--- config.mk ---
export PLATFORM = sky130hd
export DESIGN_NAME = alu_sequencer
export DESIGN_NICKNAME = d
export VERILOG_FILES = /design/src/rtl/cpu_pkg.sv /design/src/rtl/alu_sequencer_reg_file16.sv /design/src/rtl/alu_sequencer.sv
export SDC_FILE = /design/constraint.sdc
export NUM_CORES = 1
export LEC_CHECK = 0
export BUFFER_PORTS_ARGS = -buffer_cell sky130_fd_sc_hd__buf_4
export CAP_MARGIN = 0
export CORE_UTILIZATION = 30
export DETAILED_ROUTE_END_ITERATION = 10
export HOLD_SLACK_MARGIN = 0.03
export SYNTH_ARGS = -nofsm -noshare
export SYNTH_HDL_FRONTEND = slang
export SYNTH_SLANG_ARGS = --single-unit
--- constraint.sdc ---
create_clock -name clk -period 4.9 [get_ports clk]
set_input_delay 0.49 -clock clk [delete_from_list [all_inputs] [get_ports clk]]
set_output_delay 0.49 -clock clk [all_outputs]
set_load 0.03 [all_outputs]
--- src/rtl/cpu_pkg.sv ---
// Shared definitions for the execute/writeback sequencer: ALU codops,
// sequencer states, instruction field positions and datapath sizing.
package cpu_pkg;

    localparam int DATA_W = 16;
    localparam int NREGS  = 16;

    localparam logic [3:0] ALU_ADD  = 4'd0;
    localparam logic [3:0] ALU_SUB  = 4'd1;
    localparam logic [3:0] ALU_SLTI = 4'd2;
    localparam logic [3:0] ALU_AND  = 4'd3;
    localparam logic [3:0] ALU_OR   = 4'd4;
    localparam logic [3:0] ALU_XOR  = 4'd5;
    localparam logic [3:0] ALU_ANDI = 4'd6;
    localparam logic [3:0] ALU_ORI  = 4'd7;
    localparam logic [3:0] ALU_XORI = 4'd8;
    localparam logic [3:0] ALU_ADDI = 4'd9;
    localparam logic [3:0] ALU_SUBI = 4'd10;
    localparam logic [3:0] ALU_NOP  = 4'd15;

    localparam int OPC_HI = 15;
    localparam int OPC_LO = 12;
    localparam int RD_HI  = 11;
    localparam int RD_LO  = 8;
    localparam int RS_HI  = 7;
    localparam int RS_LO  = 4;
    localparam int RT_HI  = 3;
    localparam int RT_LO  = 0;

    typedef enum logic [1:0] {
        ST_IDLE = 2'd0,
        ST_EXEC = 2'd1,
        ST_WB   = 2'd2
    } seq_state_e;

    // R-type ops take both operands from the register file, b = R[rs], a = R[rt].
    function automatic logic is_rtype(input logic [3:0] codop);
        logic r;
        case (codop)
            ALU_ADD, ALU_SUB, ALU_AND, ALU_OR, ALU_XOR: r = 1'b1;
            default:                                    r = 1'b0;
        endcase
        return r;
    endfunction

    function automatic logic is_legal(input logic [3:0] codop);
        return (codop <= ALU_SUBI);
    endfunction

endpackage

--- src/rtl/alu_sequencer_reg_file16.sv ---
// Architectural register file: two async operand reads, one async debug read,
// one synchronous write port; R0 is hardwired to zero.
module reg_file16 #(
    parameter int DATA_W = cpu_pkg::DATA_W,
    parameter int NREGS  = cpu_pkg::NREGS
) (
    input  logic              clk,
    input  logic              rst_n,
    input  logic [3:0]        i_rs_addr,
    input  logic [3:0]        i_rt_addr,
    input  logic [3:0]        i_dbg_addr,
    input  logic              i_we,
    input  logic [3:0]        i_waddr,
    input  logic [DATA_W-1:0] i_wdata,
    output logic [DATA_W-1:0] o_rs_data,
    output logic [DATA_W-1:0] o_rt_data,
    output logic [DATA_W-1:0] o_dbg_data
);

    logic [DATA_W-1:0] r_mem [NREGS];

    // Register storage with async clear; writes to R0 are dropped.
    always_ff @(posedge clk or negedge rst_n) begin
        if (!rst_n) begin
            for (int i = 0; i < NREGS; i++) begin
                r_mem[i] <= {DATA_W{1'b0}};
            end
        end else if (i_we && (i_waddr != 4'd0)) begin
            r_mem[i_waddr] <= i_wdata;
        end
    end

    assign o_rs_data  = (i_rs_addr  == 4'd0) ? {DATA_W{1'b0}} : r_mem[i_rs_addr];
    assign o_rt_data  = (i_rt_addr  == 4'd0) ? {DATA_W{1'b0}} : r_mem[i_rt_addr];
    assign o_dbg_data = (i_dbg_addr == 4'd0) ? {DATA_W{1'b0}} : r_mem[i_dbg_addr];

endmodule

--- src/rtl/alu_sequencer.sv ---
// Single-issue execute/writeback sequencer: accepts an instruction, presents
// held operands to an external registered ALU, then writes back and latches flags.
module alu_sequencer #(
    parameter int DATA_W = cpu_pkg::DATA_W,
    parameter int NREGS  = cpu_pkg::NREGS
) (
    input  logic              clk,
    input  logic              rst_n,
    input  logic              instr_valid,
    output logic              instr_ready,
    input  logic [15:0]       instr,
    output logic [3:0]        alu_codop,
    output logic [DATA_W-1:0] alu_a,
    output logic [DATA_W-1:0] alu_b,
    input  logic [DATA_W-1:0] alu_out,
    input  logic              alu_neg,
    input  logic              alu_zero,
    input  logic              alu_overflow,
    output logic [2:0]        flags,
    output logic              done,
    output logic              illegal,
    input  logic [3:0]        dbg_addr,
    output logic [DATA_W-1:0] dbg_data
);

    import cpu_pkg::*;

    seq_state_e        r_state;
    seq_state_e        w_state_nxt;
    logic              w_accept;
    logic              w_legal;
    logic              w_retire;

    logic [3:0]        w_opc;
    logic [3:0]        w_rd;
    logic [3:0]        w_rs;
    logic [3:0]        w_rt;
    logic [DATA_W-1:0] w_rs_data;
    logic [DATA_W-1:0] w_rt_data;
    logic [DATA_W-1:0] w_imm;
    logic [DATA_W-1:0] w_opd_a;
    logic [DATA_W-1:0] w_opd_b;

    logic [3:0]        r_codop;
    logic [DATA_W-1:0] r_alu_a;
    logic [DATA_W-1:0] r_alu_b;
    logic [3:0]        r_rd;
    logic [2:0]        r_flags;
    logic              r_done;
    logic              r_illegal;

    assign w_opc = instr[OPC_HI:OPC_LO];
    assign w_rd  = instr[RD_HI:RD_LO];
    assign w_rs  = instr[RS_HI:RS_LO];
    assign w_rt  = instr[RT_HI:RT_LO];
    assign w_imm = {{(DATA_W-4){1'b0}}, w_rt};

    reg_file16 #(
        .DATA_W (DATA_W),
        .NREGS  (NREGS)
    ) u_reg_file (
        .clk        (clk),
        .rst_n      (rst_n),
        .i_rs_addr  (w_rs),
        .i_rt_addr  (w_rt),
        .i_dbg_addr (dbg_addr),
        .i_we       (w_retire),
        .i_waddr    (r_rd),
        .i_wdata    (alu_out),
        .o_rs_data  (w_rs_data),
        .o_rt_data  (w_rt_data),
        .o_dbg_data (dbg_data)
    );

    // State register.
    always_ff @(posedge clk or negedge rst_n) begin
        if (!rst_n) begin
            r_state <= ST_IDLE;
        end else begin
            r_state <= w_state_nxt;
        end
    end

    // Next-state decode; an illegal opcode is consumed without leaving IDLE.
    always_comb begin
        w_state_nxt = r_state;
        w_accept    = 1'b0;
        w_legal     = 1'b0;
        w_retire    = 1'b0;
        case (r_state)
            ST_IDLE: begin
                if (instr_valid) begin
                    w_accept = 1'b1;
                    if (is_legal(w_opc)) begin
                        w_legal     = 1'b1;
                        w_state_nxt = ST_EXEC;
                    end else begin
                        w_state_nxt = ST_IDLE;
                    end
                end else begin
                    w_state_nxt = ST_IDLE;
                end
            end
            ST_EXEC: w_state_nxt = ST_WB;
            ST_WB: begin
                w_retire    = 1'b1;
                w_state_nxt = ST_IDLE;
            end
            default: w_state_nxt = ST_IDLE;
        endcase
    end

    // Operand routing: R-type swaps the register operands onto b/a.
    always_comb begin
        w_opd_a = {DATA_W{1'b0}};
        w_opd_b = {DATA_W{1'b0}};
        if (is_rtype(w_opc)) begin
            w_opd_a = w_rt_data;
            w_opd_b = w_rs_data;
        end else begin
            w_opd_a = w_rs_data;
            w_opd_b = w_imm;
        end
    end

    // ALU drive, writeback target, flags and status pulses.
    always_ff @(posedge clk or negedge rst_n) begin
        if (!rst_n) begin
            r_codop   <= ALU_NOP;
            r_alu_a   <= {DATA_W{1'b0}};
            r_alu_b   <= {DATA_W{1'b0}};
            r_rd      <= 4'd0;
            r_flags   <= 3'b000;
            r_done    <= 1'b0;
            r_illegal <= 1'b0;
        end else begin
            r_done    <= w_retire;
            r_illegal <= w_accept & ~w_legal;
            if (w_accept && w_legal) begin
                r_codop <= w_opc;
                r_alu_a <= w_opd_a;
                r_alu_b <= w_opd_b;
                r_rd    <= w_rd;
            end else if (w_retire) begin
                r_codop <= ALU_NOP;
                r_alu_a <= {DATA_W{1'b0}};
                r_alu_b <= {DATA_W{1'b0}};
            end
            // Overflow is combinational in the ALU; operands are still held here.
            if (w_retire) begin
                r_flags <= {alu_neg, alu_zero, alu_overflow};
            end
        end
    end

    assign instr_ready = (r_state == ST_IDLE);
    assign alu_codop   = r_codop;
    assign alu_a       = r_alu_a;
    assign alu_b       = r_alu_b;
    assign flags       = r_flags;
    assign done        = r_done;
    assign illegal     = r_illegal;

endmodule
Word level (Yosys, flattened, before mapping)
Index checks and enable logic that the tools add are counted.
{ "totals": {"in_bits": 42, "elab_cells": 85, "out_inout_bits": 58, "register_bits": 303} }
{ "classes": {"muxes": 32, "n_reduce_logical": 11, "eq_ne": 6, "bitwise": 6, "magnitude_cmp": 6} }
{ "ops": {"columns": ["op", "n"], "rows": [
  ["256-bit bitwise mux", 1],
  ["16-bit 2-to-1 mux", 15],
  ["16-bit binary-select mux with 4-bit select", 3],
  ["16-bit demux with 4-bit select", 1],
  ["5-bit >= comparator, second input constant", 4],
  ["4-bit NOT with 5-bit output", 4],
  ["4-bit zero test", 4],
  ["4-bit by 3-bit == test with 1-bit output, second input constant", 2],
  ["1-bit 2-to-1 mux", 8],
  ["4-bit 2-to-1 mux", 2],
  ["5-bit by 1-bit less-than comparator with 1-bit output, second input constant", 1],
  ["5-bit OR reduction", 1],
  ["4-bit by 1-bit == test with 1-bit output, second input constant", 1],
  ["4-bit by 2-bit == test with 1-bit output, second input constant", 1],
  ["4-bit less-or-equal comparator, second input constant", 1],
  ["2-bit case mux with 2 select lines", 1],
  ["4-bit nonzero test", 1],
  ["1-bit logical AND", 3],
  ["2-bit by 1-bit == test with 1-bit output, second input constant", 1],
  ["2-bit == test, second input constant", 1],
  ["2-bit zero test", 1],
  ["2-bit 2-to-1 mux", 1],
  ["2-bit nonzero test", 1],
  ["1-bit bitwise AND", 1],
  ["1-bit NOT", 1]
]} }

Depth between registers and ports, before layout
Gate-level depths: netlist of run 1.
{ "depth": {"ltp_word": 7, "depth_mapped": 8, "depth_no_buf": 6} }

Hierarchy
A second synthesis of run 1 with hierarchy kept.
{ "unflattened": {"hier_cells": 1210, "hier_area_um2": 17097.6} }
{ "by_module_without_submodules": {"columns": ["module", "instances", "seq_area_each_um2", "cells_per_inst", "area_per_inst_um2"], "rows": [
  ["reg_file16", 1, 6005.8, 1009, 15023.2],
  ["alu_sequencer", 1, 1181.1, 201, 2074.5]
]} }

Least setup slack after synthesis of run 1
No wires, ideal clock.
{ "synth_timing": {"kind": "input to output", "from": "input port dbg_addr[1]", "to": "output port dbg_data[10]", "n_path_buf": 2, "t_required_ns": 4.410, "arrival_ns": 2.047, "path_slack_ns": 2.363, "cell_stages": 5, "cell_sequence": "buf_2 > buf_1 > mux4_2 > mux4_2 > nor2b_1"} }
{ "synth_between": {"elab_chain_len": 5, "elab_cells_between_ends": 6, "classes_between": "mux: 4; bitwise: 1; reduce/logical: 1"} }
{ "synth_lines": {"columns": ["element", "line_no", "source"], "rows": [
  ["start, declared", "alu_sequencer.sv:22", "input logic [3:0] dbg_addr,"],
  ["4-bit NOT with 5-bit output (not written as such)", "alu_sequencer_reg_file16.sv:35", "assign o_dbg_data = (i_dbg_addr == 4'd0) ? {DATA_W{1'b0}} : r_mem[i_dbg_addr];"],
  ["16-bit binary-select mux with 4-bit select", "alu_sequencer_reg_file16.sv:35", null],
  ["16-bit 2-to-1 mux (not written as such) (2 in a row)", "alu_sequencer_reg_file16.sv:35", null],
  ["16-bit 2-to-1 mux (*)", "alu_sequencer_reg_file16.sv:35", null],
  ["end, declared", "alu_sequencer.sv:23", "output logic [DATA_W-1:0] dbg_data"]
]} }
Mark *: on every way between the ends. The rest lies on a longest branch, timed or not. The select of a mux whose other input is x is not followed.

Worst setup path in the final report of run 1
{ "layout_timing": {"from": "input port dbg_addr[0]", "to": "output port dbg_data[12]"} }
Same word-level chain as after synthesis.

==> results.txt, run 1 <==
----------------------------------------------------
[Global route]
  Maximum number of pins on one net before global-route repair ... 144
  Remaining global-route overflow ... 0
  Vias in the first global route ... 12050
  Global routing usage summed across all routing layers ... 0.188
  Initial antenna violation count ... 2
  Wire length of the first global-routing pass ... 83100 um

[Worst setup path]
  CP startpoint kind ... primary input
  Maximum fanout count along the critical path ... 28
  Cell with the biggest individual delay on the critical path ... mux4_2
  Data arrival time of the worst path ... 2900 ps
  CP peak stage delay ... 560 ps
  Critical path buffers and inverters ... 3
  Crit. Startpoint ... dbg_addr[0]
  Crit Path Category ... primary input to output pin
  Cell breakdown of the critical path ... buf_4 > buf_4 > mux4_2 > mux4_2 > nor2b_1 > buf_4
  Worst R2R Start ... r_state[1]
  Endpoint type of the worst setup path ... output pin
  Crit-path leading delay family ... buffers and inverters
  Critical path's most frequent cell ... buf_4
  Data required time at the worst endpoint ... 4410 ps

[Finish]
  Share of post-route cells with drive strength above 1 ... 0.454
  Area taken by multi-input logic gates ... 9290 um2
  Area taken by flip-flops and latches ... 7590 um2
  Leading cell type in the layout, fill and taps excluded ... dfrtp_1
  Fill cell instance count of the final layout ... 5560
  Fin util ... 0.348
  Leading cell types in the layout, fill and taps excluded ... dfrtp_1, mux4_2, mux2_2
  Area Growth Syn to Fin ... 14.6%
  Nets@finish ... 1279
  Number of diodes ... 0

[Placement]
  Detailed-placement wirelength estimate ... 33200 um
  Last weighted congestion value of the routability-driven placer ... 0.812
  Count of input and output buffers ... 99

[Pwr]
  Leak ... 8.32 nW
  Fraction of power spent switching nets ... 0.319
  Internal power ... 0.00691 W
  Combinational Power Share ... 0.317
  Part of the power in registers ... 0.418
  Net switching power ... 0.00324 W
  Worst-case vdd ir drop ... 0.215 mV
  Power Density ... 505 nW/um2
  Power share of the clock group ... 0.265

[Timing]
  Period utilisation layout ... 0.691
  Unrepaired setup endpoints after global routing ... no
  Worst-Margin Slew ... 1210 ps
  Relative slew slack ... 0.190
  Highest Clock Rate ... 0.295 GHz
  Final hold vios ... 0
  Shortest period the worst path allows ... 3390 ps
  Count of endpoints failing setup in the final report ... 0
  Sum Neg Setup Slack ... 0 ps
  Max Slew Vio Count ... 0
  Worst Clk Skew ... 19.4 ps

[Route]
  Final routed wire length divided by cell count ... 26.9 um
  First-pass iteration count of the detailed router ... 5
  Detailed-route DRC error count ... 0
  Detailed Route Iter0 Violations ... 1165
  Drt total wl ... 54600 um
  Via count normalized by instance count ... 5.75
  Residual antenna-violating net count after detailed routing ... 0
  Vias after detailed routing ... 11654

[Hold path]
  Hold path startpoint ... alu_zero
  Worst hold-check path type ... primary input to flip-flop

[Yosys]
  Area leader, netlist ... dfrtp_1
  Post-synthesis async set-or-reset flop share ... 1.00
  Top FF cell, synth ... dfrtp_1
  Fraction of the yosys area taken by sequential cells ... 0.433
  Synthesis-stage register bit count ... 303
  Synth top area share ... 0.427
  Ranking of synthesized cells by area ... dfrtp_1, mux4_2, mux2_2
  Cells after Synth ... 1190
  Mapped Nets ... 1232
  Area of the mapped netlist ... 17500 um2
  Mean instance size in the synthesized netlist ... 14.7 um2
  Number of distinct library cells after synthesis ... 49
  Number of enable-type register cells in the synthesized netlist ... 0
  Yosys warnings ... 0

[Clock network]
  CTS max path bufs ... 3
  Number of instances resized during post-cts repair ... 0
  Root buf cell ... clkbuf_16
  TritonCTS Buffers ... 36
  Clock sink count ... 303
  CTS Hold Buffers Added ... 1
  CTS tree ... done
  Worst skew pair latency ... 560 ps
  Reg clk slew, reported paths ... 60 ps
  Number of buffers inserted by post-CTS setup repair ... 0
  H-tree levels ... 2

[Die]
  Die Ht ... 244 um
  Placeable core region ... 57700 um2
  Die Span X ... 244 um
  Top-level I/O count ... 100
  Starting Density ... 0.303
  FP Rows ... 88
  Area of the die ... 59300 um2

[Job]
  Max-cap violations ... 0

[Run status]
  Outcome ... complete, no violations

----------------------------------------------------
==> per-stage QoR <==
stage	worst slack (ps)	hold slack (ps)	std cells	total power, W	area, um2
global route	1350	133	2027	0.0106	20100
CTS	1440	114	2027	0.0102	20100
global placement	1470	365	1963	0.00735	18900
floorplan	2360	194	1190	0.00644	17500
detailed placement	1450	368	1963	0.00746	18900
finish	1510	135	2027	0.0101	20100
==> logic make-up after synthesis <==
family,after synthesis,share of synthesized area
simple gates,125,0.0392
flops,303,0.433
buf+inv,130,0.0379
compound gates,143,0.0560
mux,489,0.434
==> per-layer routing <==
metal / GRT usage / vias up / part of all wire
li1: - / 4766 / -
met1: 0.262 / 6283 / 0.43
met2: 0.294 / 519 / 0.47
met3: 0.0344 / 82 / 0.075
met4: 0.0621 / 4 / 0.026
met5: 0 / - / 0.00042
==> power groups by stage <==
stage	Sequential [W]	Clock (W)	Combinational, W
floorplan	0.00406	0	0.00238
global placement	0.00420	0	0.00315
detailed placement	0.00425	0	0.00321
CTS	0.00421	0.00274	0.00324
global route	0.00437	0.00284	0.00343
finish	0.00424	0.00269	0.00321
==> state kept, by name, indices dropped and copies added, names as in the netlist <==
name              cells
done                  1
alu_a                16
alu_b                16
illegal               1
r_rd                  4
u_reg_file.r_mem    256
flags                 3
alu_codop             4
r_state               2
==> synth_stat cells, types with 2 or more instances <==
cell,number
mux2i_1,9
o22a_1,9
o21ai_0,5
o21ai_1,7
nor4b_1,2
a221oi_1,18
dfstp_2,4
nor2_1,19
a21o_1,3
mux2_2,176
a22oi_1,20
dfrtp_1,299
nand2b_1,6
inv_1,2
nor3_1,6
nand2_1,49
buf_6,12
a21oi_1,40
a211oi_1,15
clkbuf_1,60
buf_2,36
nor2_4,2
buf_1,8
mux4_2,186
a32oi_1,4
o22ai_1,9
nand3_1,2
mux2_1,118
o31ai_1,3
nor3b_4,2
nor2b_1,25
buf_4,10
a22o_1,7
nor3_2,2
==> tightest hold or removal path, cell delays in order <==
cell,delay [ps]
buf_4,70
nand2_1,40
nand2_1,50
==> layout make-up <==
cell class,instances,area share
clock inverter,11,0.00574
sequential,303,0.378
timing repair buffer,135,0.0522
tap,765,0.0477
multi-input combinational,757,0.463
clock buffer,52,0.0524
inverter,4,0.000873
==> final timing paths <==
path	endpoint	slack, ps	cells after the start
min in group asynchronous	u_reg_file.r_mem[132]	420	2
max	dbg_data[12]	1510	6
max reg2reg	alu_a[13]	2000	7
min	flags[1]	130	3
max in group asynchronous	r_rd[2]	3310	3
min reg2reg	u_reg_file.r_mem[254]	390	0
No activity file was read; power rests on OpenSTA's default activity.
==> run 2, diff against run 1 <==
clock period = 2.8 ns   (was 4.9 ns; I/O delays follow)
==> results.txt, run 2 (synthesized netlist as in run 1, its figures left out) <==
----------------------------------------------------
[Die]
  FP Rows ... 88
  Die Ht ... 244 um
  Area of the die ... 59300 um2
  Starting Density ... 0.303
  Placeable core region ... 57700 um2
  Die Span X ... 244 um
  Top-level I/O count ... 100

[Clock network]
  CTS tree ... done
  Number of instances resized during post-cts repair ... 0
  Number of buffers inserted by post-CTS setup repair ... 0
  Worst skew pair latency ... 550 ps
  TritonCTS Buffers ... 34
  Root buf cell ... clkbuf_16
  H-tree levels ... 2
  Reg clk slew, reported paths ... 60 ps
  CTS max path bufs ... 3
  Clock sink count ... 303

[Pwr]
  Worst-case vdd ir drop ... 0.438 mV
  Total Power ... 0.0179 W
  Power Density ... 864 nW/um2
  Leak ... 8.62 nW

[Worst setup path]
  Critical path's most frequent cell ... mux4_2
  Cell with the biggest individual delay on the critical path ... mux4_2
  Data arrival time of the worst path ... 2340 ps
  Data required time at the worst endpoint ... 2520 ps
  Cell breakdown of the critical path ... mux4_2 > mux4_2 > nor2b_1 > buf_4
  Worst R2R Start ... r_state[1]
  Crit Path Category ... flip-flop to output pin
  Cell count of the worst reg-to-reg path ... 8
  CP startpoint kind ... flip-flop
  CP peak stage delay ... 480 ps
  Worst setup slack for register-to-register paths ... 550 ps
  Maximum fanout count along the critical path ... 4
  Endpoint type of the worst setup path ... output pin
  Worst r2r dst ... alu_b[7]

[Global route]
  Remaining global-route overflow ... 0
  Initial antenna violation count ... 2
  Global routing usage summed across all routing layers ... 0.186
  Wire length of the first global-routing pass ... 81600 um
  Maximum number of pins on one net before global-route repair ... 82
  Vias in the first global route ... 12164

[Timing]
  Shortest period the worst path allows ... 2620 ps
  Count of endpoints failing setup in the final report ... 0
  Sum Neg Setup Slack ... 0 ps
  Worst Clk Skew ... 29.0 ps
  Post-route setup slack ... 184 ps
  Relative slew slack ... 0.389
  Unrepaired setup endpoints after global routing ... no
  Highest Clock Rate ... 0.382 GHz
  Final hold vios ... 0
  Period utilisation layout ... 0.934
  Worst-Margin Slew ... 917 ps
  Max Slew Vio Count ... 0

[Finish]
  Layout Cell Area excl Fill ... 20700 um2
  Share of post-route cells with drive strength above 1 ... 0.467
  Number of flip-flops in the largest register ... 256
  Reg with most FFs ... u_reg_file.r_mem
  Leading cell type in the layout, fill and taps excluded ... dfrtp_1
  Fin util ... 0.358
  Fill cell instance count of the final layout ... 5555
  Area Growth Syn to Fin ... 18.1%
  Nets@finish ... 1324
  Leading cell types in the layout, fill and taps excluded ... dfrtp_1, mux4_2, mux2_2

[Run status]
  Outcome ... complete, no violations

[Hold path]
  Worst hold-check path type ... primary input to flip-flop
  Hold-critical path endpoint ... u_reg_file.r_mem[88]
  Worst Hold Path Cells ... 2
  Hold path startpoint ... alu_out[8]

[Placement]
  Setup Slack @ Placement ... 307 ps
  Detailed-placement wirelength estimate ... 34300 um
  Last weighted congestion value of the routability-driven placer ... 0.814
  Area of placed instances ... 19400 um2
  Count of input and output buffers ... 99

[Route]
  Final routed wire length divided by cell count ... 26.4 um
  Detailed-route DRC error count ... 0
  Residual antenna-violating net count after detailed routing ... 0
  Drt total wl ... 54700 um
  Via count normalized by instance count ... 5.71
  Vias after detailed routing ... 11832
  First-pass iteration count of the detailed router ... 7
  Detailed Route Iter0 Violations ... 1005

[Job]
  Max-cap violations ... 0

----------------------------------------------------
## run 2: area by class of cell
| cell class | instances | area (um2) | area share |
|---|---|---|---|
| Antenna cell | 1 | 2.50 | 0.000121 |
| Clock buffer | 44 | 958 | 0.0464 |
| Clock inverter | 17 | 213 | 0.0103 |
| Inverter | 4 | 17.5 | 0.000848 |
| Multi-Input combinational cell | 757 | 9290 | 0.449 |
| Sequential cell | 303 | 7590 | 0.367 |
| Tap cell | 765 | 957 | 0.0463 |
| Timing Repair Buffer | 182 | 1640 | 0.0795 |
## run 2: metal layers
metal,track usage,part of all wire
met2,0.293,0.47
met3,0.0400,0.078
met4,0.0623,0.031
met1,0.253,0.42
met5,0,0.00042
## run 2: timing repair
| action | CTS | global route |
|---|---|---|
| hold buffers | 13 | 0 |
| endpoints found under the hold margin | 88 | 0 |
| endpoints found under the setup margin | 0 | 0 |
## run 2: report_power, final
part,switching (W),internal [W]
registers,0.00152,0.00589
logic,0.00226,0.00349
clock network,0.00189,0.00281
total,0.00567,0.0122
## run 2: per-stage QoR
step / hold WS (ps) / instances
5_1_grt: 75.3 / 2072
3_3_place_gp: 348 / 1998
2_1_floorplan: -15.6 / 1190
3_5_place_dp: 353 / 1998
6_report: 77.3 / 2073
4_1_cts: 56.4 / 2072
## run 2: critical path, delay by kind of cell, from the launching register on
family | cells | cell delay, ps
and+or+nand+nor | 1 | 210
buffers and inverters | 1 | 200
muxes | 2 | 950
DFF | 1 | 420
## run 2: how the worst max path moves through the flow
stage	slack, ps	end	from	cells after the start
3_5_place_dp	310	dbg_data[6]	dbg_addr[0]	6
4_1_cts	170	dbg_data[6]	u_reg_file.r_mem[6]	4
2_1_floorplan	680	dbg_data[10]	dbg_addr[1]	5
3_3_place_gp	330	dbg_data[6]	dbg_addr[0]	6
5_1_grt	130	dbg_data[6]	u_reg_file.r_mem[6]	4
6_report	180	dbg_data[6]	u_reg_file.r_mem[86]	4
